--- src/rtl/mest_pro_exec_seq.sv ---
// MEST Pro execute unit: single-cycle ALU/move/control ops, counted-strobe
// main-memory load/store, and a sticky halt.
module mest_pro_exec_seq #(
  parameter int DATA_W   = 8,
  parameter int ADDR_W   = 16,
  parameter int MEM_WAIT = 4
) (
  input  logic              clk,
  input  logic              i_reset_n,
  input  logic              i_execute,
  input  logic [4:0]        i_op_code,
  input  logic [DATA_W-1:0] i_operand1,
  input  logic [DATA_W-1:0] i_operand2,
  input  logic [DATA_W-1:0] i_load_reg,
  output logic              o_busy,
  output logic              o_exec_done,
  output logic [DATA_W-1:0] o_result,
  output logic              o_carry,
  output logic              o_zero_flag,
  output logic              o_jump,
  output logic              o_return_pc,
  output logic              o_output_enable,
  output logic              o_end_of_code,
  output logic [DATA_W-1:0] o_output,
  output logic [DATA_W-1:0] o_rega,
  output logic [DATA_W-1:0] o_mm_dat,
  output logic [ADDR_W-1:0] o_mm_addr,
  output logic              o_mm_select,
  output logic              o_cs,
  output logic              o_we
);

  typedef enum logic [1:0] {
    ST_IDLE,
    ST_MEM,
    ST_HALTED
  } state_e;

  typedef enum logic [4:0] {
    OP_ADD    = 5'd0,
    OP_SUB    = 5'd1,
    OP_MUL    = 5'd2,
    OP_AND    = 5'd3,
    OP_OR     = 5'd4,
    OP_XOR    = 5'd5,
    OP_SR     = 5'd6,
    OP_SL     = 5'd7,
    OP_NEG    = 5'd8,
    OP_JMP    = 5'd9,
    OP_RET    = 5'd10,
    OP_MVI    = 5'd11,
    OP_MRA    = 5'd12,
    OP_MLR    = 5'd13,
    OP_MMDR   = 5'd14,
    OP_MRR    = 5'd15,
    OP_OUTPUT = 5'd16,
    OP_STORE  = 5'd17,
    OP_LOAD   = 5'd18,
    OP_NOP    = 5'd19,
    OP_HALT   = 5'd20
  } op_e;

  localparam logic [7:0] LP_WAIT = 8'(MEM_WAIT);

  state_e r_state;
  state_e w_state_nxt;

  logic [7:0]          r_cnt;
  logic                r_is_store;
  logic                r_done;
  logic                r_jump;
  logic                r_ret;
  logic                r_oe;
  logic                r_eoc;
  logic [DATA_W-1:0]   r_result;
  logic                r_carry;
  logic                r_zero;
  logic [DATA_W-1:0]   r_output;
  logic [DATA_W-1:0]   r_rega;
  logic [DATA_W-1:0]   r_mm_dat;
  logic [ADDR_W-1:0]   r_mm_addr;

  logic                w_start;
  logic                w_mem_done;
  logic                w_is_mem;
  logic                w_is_alu;
  logic [DATA_W-1:0]   w_alu_res;
  logic                w_alu_c;
  logic [DATA_W:0]     w_sum;
  logic [DATA_W-1:0]   w_diff;
  logic [2*DATA_W-1:0] w_prod;
  logic                w_is_move;
  logic                w_mv_ok;
  logic [DATA_W-1:0]   w_mv_src;
  logic                w_dst_out;
  logic                w_dst_a;
  logic                w_dst_mm;

  assign w_is_mem   = (i_op_code == OP_STORE) || (i_op_code == OP_LOAD);
  assign w_start    = (r_state == ST_IDLE) && i_execute && !r_eoc;
  assign w_mem_done = (r_state == ST_MEM) && (r_cnt == LP_WAIT);

  assign w_sum  = {1'b0, i_operand1} + {1'b0, i_operand2};
  assign w_diff = i_operand1 - i_operand2;
  assign w_prod = {{DATA_W{1'b0}}, i_operand1} * {{DATA_W{1'b0}}, i_operand2};

  always_comb begin
    w_is_alu  = 1'b1;
    w_alu_res = '0;
    w_alu_c   = 1'b0;
    case (i_op_code)
      OP_ADD: begin
        w_alu_res = w_sum[DATA_W-1:0];
        w_alu_c   = w_sum[DATA_W];
      end
      OP_SUB: begin
        w_alu_res = w_diff;
        w_alu_c   = (i_operand1 < i_operand2);
      end
      OP_MUL: begin
        w_alu_res = w_prod[DATA_W-1:0];
        w_alu_c   = |w_prod[2*DATA_W-1:DATA_W];
      end
      OP_AND: w_alu_res = i_operand1 & i_operand2;
      OP_OR:  w_alu_res = i_operand1 | i_operand2;
      OP_XOR: w_alu_res = i_operand1 ^ i_operand2;
      OP_SR: begin
        w_alu_res = {1'b0, i_operand1[DATA_W-1:1]};
        w_alu_c   = i_operand1[0];
      end
      OP_SL: begin
        w_alu_res = {i_operand1[DATA_W-2:0], 1'b0};
        w_alu_c   = i_operand1[DATA_W-1];
      end
      OP_NEG:  w_alu_res = ~i_operand1;
      default: w_is_alu = 1'b0;
    endcase
  end

  assign w_dst_out = (i_operand2 == '0);
  assign w_dst_a   = (i_operand2 == DATA_W'(1));
  assign w_dst_mm  = (i_operand2 == DATA_W'(2));

  // A move is legal only to destinations 0..2 and never register-to-itself.
  always_comb begin
    w_is_move = 1'b1;
    w_mv_src  = '0;
    w_mv_ok   = w_dst_out || w_dst_a || w_dst_mm;
    case (i_op_code)
      OP_MVI:  w_mv_src = i_operand1;
      OP_MRA: begin
        w_mv_src = r_rega;
        if (w_dst_a) w_mv_ok = 1'b0;
      end
      OP_MLR:  w_mv_src = i_load_reg;
      OP_MMDR: begin
        w_mv_src = r_mm_dat;
        if (w_dst_mm) w_mv_ok = 1'b0;
      end
      OP_MRR:  w_mv_src = r_result;
      default: begin
        w_is_move = 1'b0;
        w_mv_ok   = 1'b0;
      end
    endcase
  end

  always_ff @(posedge clk or negedge i_reset_n) begin
    if (!i_reset_n) r_state <= ST_IDLE;
    else            r_state <= w_state_nxt;
  end

  always_comb begin
    w_state_nxt = r_state;
    case (r_state)
      ST_IDLE: begin
        if (w_start) begin
          if (w_is_mem)                    w_state_nxt = ST_MEM;
          else if (i_op_code == OP_HALT)   w_state_nxt = ST_HALTED;
        end
      end
      ST_MEM:    if (w_mem_done) w_state_nxt = ST_IDLE;
      ST_HALTED: w_state_nxt = ST_HALTED;
      default:   w_state_nxt = ST_IDLE;
    endcase
  end

  always_ff @(posedge clk or negedge i_reset_n) begin
    if (!i_reset_n) begin
      r_cnt      <= '0;
      r_is_store <= 1'b0;
      r_done     <= 1'b0;
      r_jump     <= 1'b0;
      r_ret      <= 1'b0;
      r_oe       <= 1'b0;
      r_eoc      <= 1'b0;
      r_result   <= '0;
      r_carry    <= 1'b0;
      r_zero     <= 1'b0;
      r_output   <= '0;
      r_rega     <= '0;
      r_mm_dat   <= '0;
      r_mm_addr  <= '0;
    end else begin
      r_done <= 1'b0;
      r_jump <= 1'b0;
      r_ret  <= 1'b0;
      r_oe   <= 1'b0;
      if (w_start) begin
        if (w_is_mem) begin
          r_mm_addr  <= ADDR_W'({i_operand1, i_operand2});
          r_is_store <= (i_op_code == OP_STORE);
          r_cnt      <= 8'd1;
        end else begin
          r_done <= 1'b1;
          if (w_is_alu) begin
            r_result <= w_alu_res;
            r_carry  <= w_alu_c;
            r_zero   <= (w_alu_res == '0);
          end
          if (w_is_move && w_mv_ok) begin
            if (w_dst_out) r_output <= w_mv_src;
            if (w_dst_a)   r_rega   <= w_mv_src;
            if (w_dst_mm)  r_mm_dat <= w_mv_src;
          end
          if (i_op_code == OP_JMP)    r_jump <= 1'b1;
          if (i_op_code == OP_RET)    r_ret  <= 1'b1;
          if (i_op_code == OP_OUTPUT) r_oe   <= 1'b1;
          if (i_op_code == OP_HALT)   r_eoc  <= 1'b1;
        end
      end else if (r_state == ST_MEM) begin
        if (w_mem_done) begin
          r_cnt  <= '0;
          r_done <= 1'b1;
          if (!r_is_store) r_mm_dat <= i_load_reg;
        end else begin
          r_cnt <= r_cnt + 8'd1;
        end
      end
    end
  end

  // Strobes decode the state register so reset drops them immediately.
  assign o_busy          = (r_state == ST_MEM);
  assign o_mm_select     = o_busy;
  assign o_cs            = o_busy;
  assign o_we            = o_busy && r_is_store;
  assign o_exec_done     = r_done;
  assign o_result        = r_result;
  assign o_carry         = r_carry;
  assign o_zero_flag     = r_zero;
  assign o_jump          = r_jump;
  assign o_return_pc     = r_ret;
  assign o_output_enable = r_oe;
  assign o_end_of_code   = r_eoc;
  assign o_output        = r_output;
  assign o_rega          = r_rega;
  assign o_mm_dat        = r_mm_dat;
  assign o_mm_addr       = r_mm_addr;

endmodule

--- config.mk ---
export PLATFORM = sky130hd
export DESIGN_NAME = mest_pro_exec_seq
export DESIGN_NICKNAME = d
export VERILOG_FILES = /design/src/rtl/mest_pro_exec_seq.sv
export SDC_FILE = /design/constraint.sdc
export NUM_CORES = 1
export LEC_CHECK = 0
export CAP_MARGIN = 20
export CORE_UTILIZATION = 27
export CTS_BUF_LIST = sky130_fd_sc_hd__clkbuf_4 sky130_fd_sc_hd__clkbuf_8 sky130_fd_sc_hd__clkbuf_16
export CTS_CLUSTER_SIZE = 10
export DETAILED_ROUTE_END_ITERATION = 8
export PLACE_DENSITY_LB_ADDON = 0.12
export SKIP_LAST_GASP = 1
export SLEW_MARGIN = 20
export SYNTH_ARGS = -nofsm -noshare
export SYNTH_HDL_FRONTEND = slang
export SYNTH_SLANG_ARGS = --single-unit
--- constraint.sdc ---
create_clock -name clk -period 2.7 [get_ports clk]
set_input_delay 0.54 -clock clk [delete_from_list [all_inputs] [get_ports clk]]
set_output_delay 0.54 -clock clk [all_outputs]
set_load 0.01 [all_outputs]
==> results.sh <==
export IMPL_outcome="finished with violations"
export IMPL_violated_checks="setup timing"
export IMPL_dr_total_vias=6444
export IMPL_r2r_start="r_state[0]"
export IMPL_full_die_area_sq_um=24100
export IMPL_synthesis_area_sq_um=6340
export IMPL_drv_max_cap_violation_count=0
export IMPL_clockRootBuffer="sky130_fd_sc_hd__clkbuf_16"
export IMPL_fin_crit_ns=4.35
export IMPL_register_to_register_path_depth=7
export IMPL_cts_sinks=66
export IMPL_drt_iter0_drc=396
export IMPL_synth_net_count=875
export IMPL_synthesis_area_per_instance_sq_um=8.53
export IMPL_wirelength_mm=22.4
export IMPL_vdd_ir_drop_max_mv=0.337
export IMPL_post_route_period_util=1.61
export IMPL_timing_hold_violations_final=0
export IMPL_drive_above_1_share=0.366
export IMPL_count_of_placed_standard_cells_including_taps=1286
export IMPL_grt_total_usage=0.192
export IMPL_crit_reg_reg_endpoint="o_mm_dat[5]"
export IMPL_clk_insertion_delay_late_ns=0.34
export IMPL_post_synthesis_sequential_element_count=66
export IMPL_finalNonFillerCells=1337
export IMPL_synth_ff_type="sky130_fd_sc_hd__dfrtp_1"
export IMPL_layout_cells_most_common="sky130_fd_sc_hd__buf_4"
export IMPL_area_growth_synth_to_final_pct=61.5
export IMPL_yosys_cell_types_count=69
export IMPL_worst_clock_skew_ns=0.00591
export IMPL_gp_congestion=0.898
export IMPL_crit_path_start="i_operand1[1]"
export IMPL_timing_final_max_slew_violations=0
export IMPL_most_frequent_cells_in_the_layout="181 x sky130_fd_sc_hd__buf_4, 77 x sky130_fd_sc_hd__nand2_1, 73 x sky130_fd_sc_hd__clkdlybuf4s50_1"
export IMPL_io_buffers=90
export IMPL_worst_rel_slew_slack=0.588
export IMPL_number_of_global_route_vias_before_repair=6442
export IMPL_setup_worst_path_start_class="input pin"
export IMPL_post_drt_wl_per_cell_microns=16.8
export IMPL_ys_seq_area_frac=0.261
export IMPL_grt_first_pass_wirelength_mm=35.9
export IMPL_async_reset_ff_frac=1.00
export IMPL_timing_hold_worst_class="flop to flop"
export IMPL_design_core_area_sq_um=22800
export IMPL_ctsHtreeMaxLevel=3
export IMPL_postLayoutSetupSlackWorst_ns=-1.65
export IMPL_start_util=0.277
export IMPL_slew_worst_pin_ns=0.615
export IMPL_cts_tree="built"
export IMPL_number_of_synthesized_flops_with_an_enable_pin=0
export IMPL_clock_path_buffers=2
export IMPL_power_density_nw_per_um2=665
export IMPL_hold_path_startpoint="o_mm_addr[15]"
export IMPL_die_width_microns=155
export IMPL_rows=55
export IMPL_post_synth_inst_count=743
export IMPL_yosysWarnings=0
export IMPL_fmaxAchievable_mhz=230
export IMPL_pin_count_of_the_biggest_net_entering_global_routing=40
export IMPL_worst_ep_required_time_ns=2.90
export IMPL_cellLeakagePower_nw=4.61
export IMPL_detail_route_vias_per_cell=4.82
export IMPL_cts_buffers=9
export IMPL_antenna_violating_nets_post_route=0
export IMPL_rsz0062_at_grt="true"
export IMPL_firstDrtPassIters=5
export IMPL_critPathMaxFanout=5
export IMPL_gr_total_overflow=0
export IMPL_worstSetupEndpointType="flop"
export IMPL_num_nets_final=1151
export IMPL_remaining_drc_errors=0
export IMPL_insertedDiodeCount=0
export IMPL_clk_pin_slew_ns=0.06
export IMPL_worstSetupEndpoint="o_carry"
export IMPL_regToRegSetupSlack_ns=0.39
export IMPL_fp_dieH_microns=155
export IMPL_startpoint_to_endpoint_class_of_the_critical_path="input pin to flop"
export IMPL_hold_path_depth=2
export IMPL_boundaryPins=91
export IMPL_detailed_place_hpwl_mm=17.8
export IMPL_pre_cts_slack_ns=-2.52
export IMPL_critPathArrivalTime_ns=4.55
export IMPL_final_setup_viol_count=7
export IMPL_grt_antenna_before_repair=0
==> cell type report <==
| class | count | area (sq um) |
|---|---|---|
| clock buffer | 9 | 225 |
| clock inverter | 7 | 118 |
| fill | 2276 | 12600 |
| inverter | 86 | 349 |
| multi-input combinational | 559 | 4850 |
| sequential | 66 | 1650 |
| tap | 313 | 392 |
| timing repair buffer | 297 | 2650 |
==> worst min-delay path by stage <==
stage / end
global placement: r_cnt[3]
detailed placement: r_cnt[2]
CTS: o_mm_addr[15]
floorplan: o_carry
global route: o_mm_addr[10]
finish: o_mm_addr[15]
==> synthesized netlist by cell type, types with 3 or more instances <==
library cell                number  area (sq um)
sky130_fd_sc_hd__nand2_1        88           330
sky130_fd_sc_hd__inv_1          84           315
sky130_fd_sc_hd__nor2_1         84           315
sky130_fd_sc_hd__dfrtp_1        66          1650
sky130_fd_sc_hd__ha_1           62           776
sky130_fd_sc_hd__o21ai_0        44           220
sky130_fd_sc_hd__a21oi_1        43           215
sky130_fd_sc_hd__fa_1           38           761
sky130_fd_sc_hd__clkbuf_1       17          63.8
sky130_fd_sc_hd__nor3_1         16          80.1
sky130_fd_sc_hd__mux2_2         14           158
sky130_fd_sc_hd__and3_1         12          75.1
sky130_fd_sc_hd__a222oi_1        9          90.1
sky130_fd_sc_hd__nand3_1         9          45.0
sky130_fd_sc_hd__a21o_1          8          60.1
sky130_fd_sc_hd__buf_2           8          40.0
sky130_fd_sc_hd__a211oi_1        7          52.6
sky130_fd_sc_hd__o211ai_1        7          52.6
sky130_fd_sc_hd__o22ai_1         7          43.8
sky130_fd_sc_hd__nand2b_1        6          37.5
sky130_fd_sc_hd__o2111ai_1       6          52.6
sky130_fd_sc_hd__a221oi_1        5          43.8
sky130_fd_sc_hd__a22oi_1         5          37.5
sky130_fd_sc_hd__and2_1          5          31.3
sky130_fd_sc_hd__mux2i_1         5          50.1
sky130_fd_sc_hd__nand4_1         5          31.3
sky130_fd_sc_hd__nor2b_1         5          31.3
sky130_fd_sc_hd__a2bb2oi_1       4          35.0
sky130_fd_sc_hd__buf_4           4          30.0
sky130_fd_sc_hd__o21bai_1        4          30.0
sky130_fd_sc_hd__xnor2_1         4          35.0
sky130_fd_sc_hd__xor2_1          4          35.0
sky130_fd_sc_hd__a2111oi_0       3          26.3
sky130_fd_sc_hd__o21a_1          3          22.5
sky130_fd_sc_hd__o31ai_1         3          22.5
==> flip-flops by register name, summed over array words and instances, names as in the netlist <==
signal and flops:
o_mm_dat 8, o_end_of_code 1, o_jump 1, o_mm_addr 16
o_zero_flag 1, o_return_pc 1, r_state 2, o_carry 1
o_output 8, o_rega 8, r_cnt 8, o_output_enable 1
o_result 8, r_is_store 1, o_exec_done 1
==> cell families after synthesis <==
| logic type | Yosys count | synth area share |
|---|---|---|
| buffers and inverters | 118 | 0.0762 |
| muxes | 19 | 0.0328 |
| AOI/OAI and AO/OA | 179 | 0.192 |
| and+or+nand+nor | 253 | 0.185 |
| xor gates and xnor gates | 8 | 0.0111 |
| DFF | 66 | 0.261 |
| adders and majority gates | 100 | 0.242 |
==> through the flow <==
stage	power (mW)	TNS (ns)	cell area, sq um	hold slack (ns)	utilization
floorplan	3.44	-6.13	6690	0.244	-
global placement	5.03	-22.63	9070	0.357	0.397
detailed placement	5.02	-23.13	9070	0.356	0.397
CTS	6.71	-7.85	9990	0.485	0.437
global route	7.31	-8.54	10200	0.504	0.448
finish	6.81	-7.84	10200	0.475	0.448
==> power by group <==
group	internal, mW	switching, mW
Sequential	1.27	0.225
Combinational	2.11	1.83
Clock	0.902	0.468
==> what timing repair did <==
action,CTS,global route
hold endpoints to repair,3,0
setup endpoints to repair,17,12
pin swaps,57,31
hold buffers,1,0
buffers inserted,39,10
gates resized for setup,151,55
==> critical path, cell delays in order <==
cell,delay [ns]
sky130_fd_sc_hd__buf_12,0.11
sky130_fd_sc_hd__buf_6,0.12
sky130_fd_sc_hd__inv_6,0.06
sky130_fd_sc_hd__nor2_4,0.04
sky130_fd_sc_hd__ha_2,0.18
sky130_fd_sc_hd__fa_1,0.52
sky130_fd_sc_hd__ha_4,0.29
sky130_fd_sc_hd__inv_2,0.03
sky130_fd_sc_hd__fa_1,0.52
sky130_fd_sc_hd__inv_2,0.06
sky130_fd_sc_hd__fa_2,0.43
sky130_fd_sc_hd__a211oi_4,0.28
sky130_fd_sc_hd__o21bai_2,0.11
sky130_fd_sc_hd__buf_4,0.15
sky130_fd_sc_hd__a2111oi_4,0.35
sky130_fd_sc_hd__nor3_2,0.10
sky130_fd_sc_hd__mux2i_2,0.17
sky130_fd_sc_hd__o41ai_4,0.34
sky130_fd_sc_hd__a22oi_1,0.12
==> routing by layer <==
layer / global-route usage / wire (microns)
met3: 0.0331 / 980
met5: 0 / 0
met2: 0.305 / 10200
met4: 0.0289 / 219
met1: 0.277 / 11000
Power figures use the tool's default switching activity.
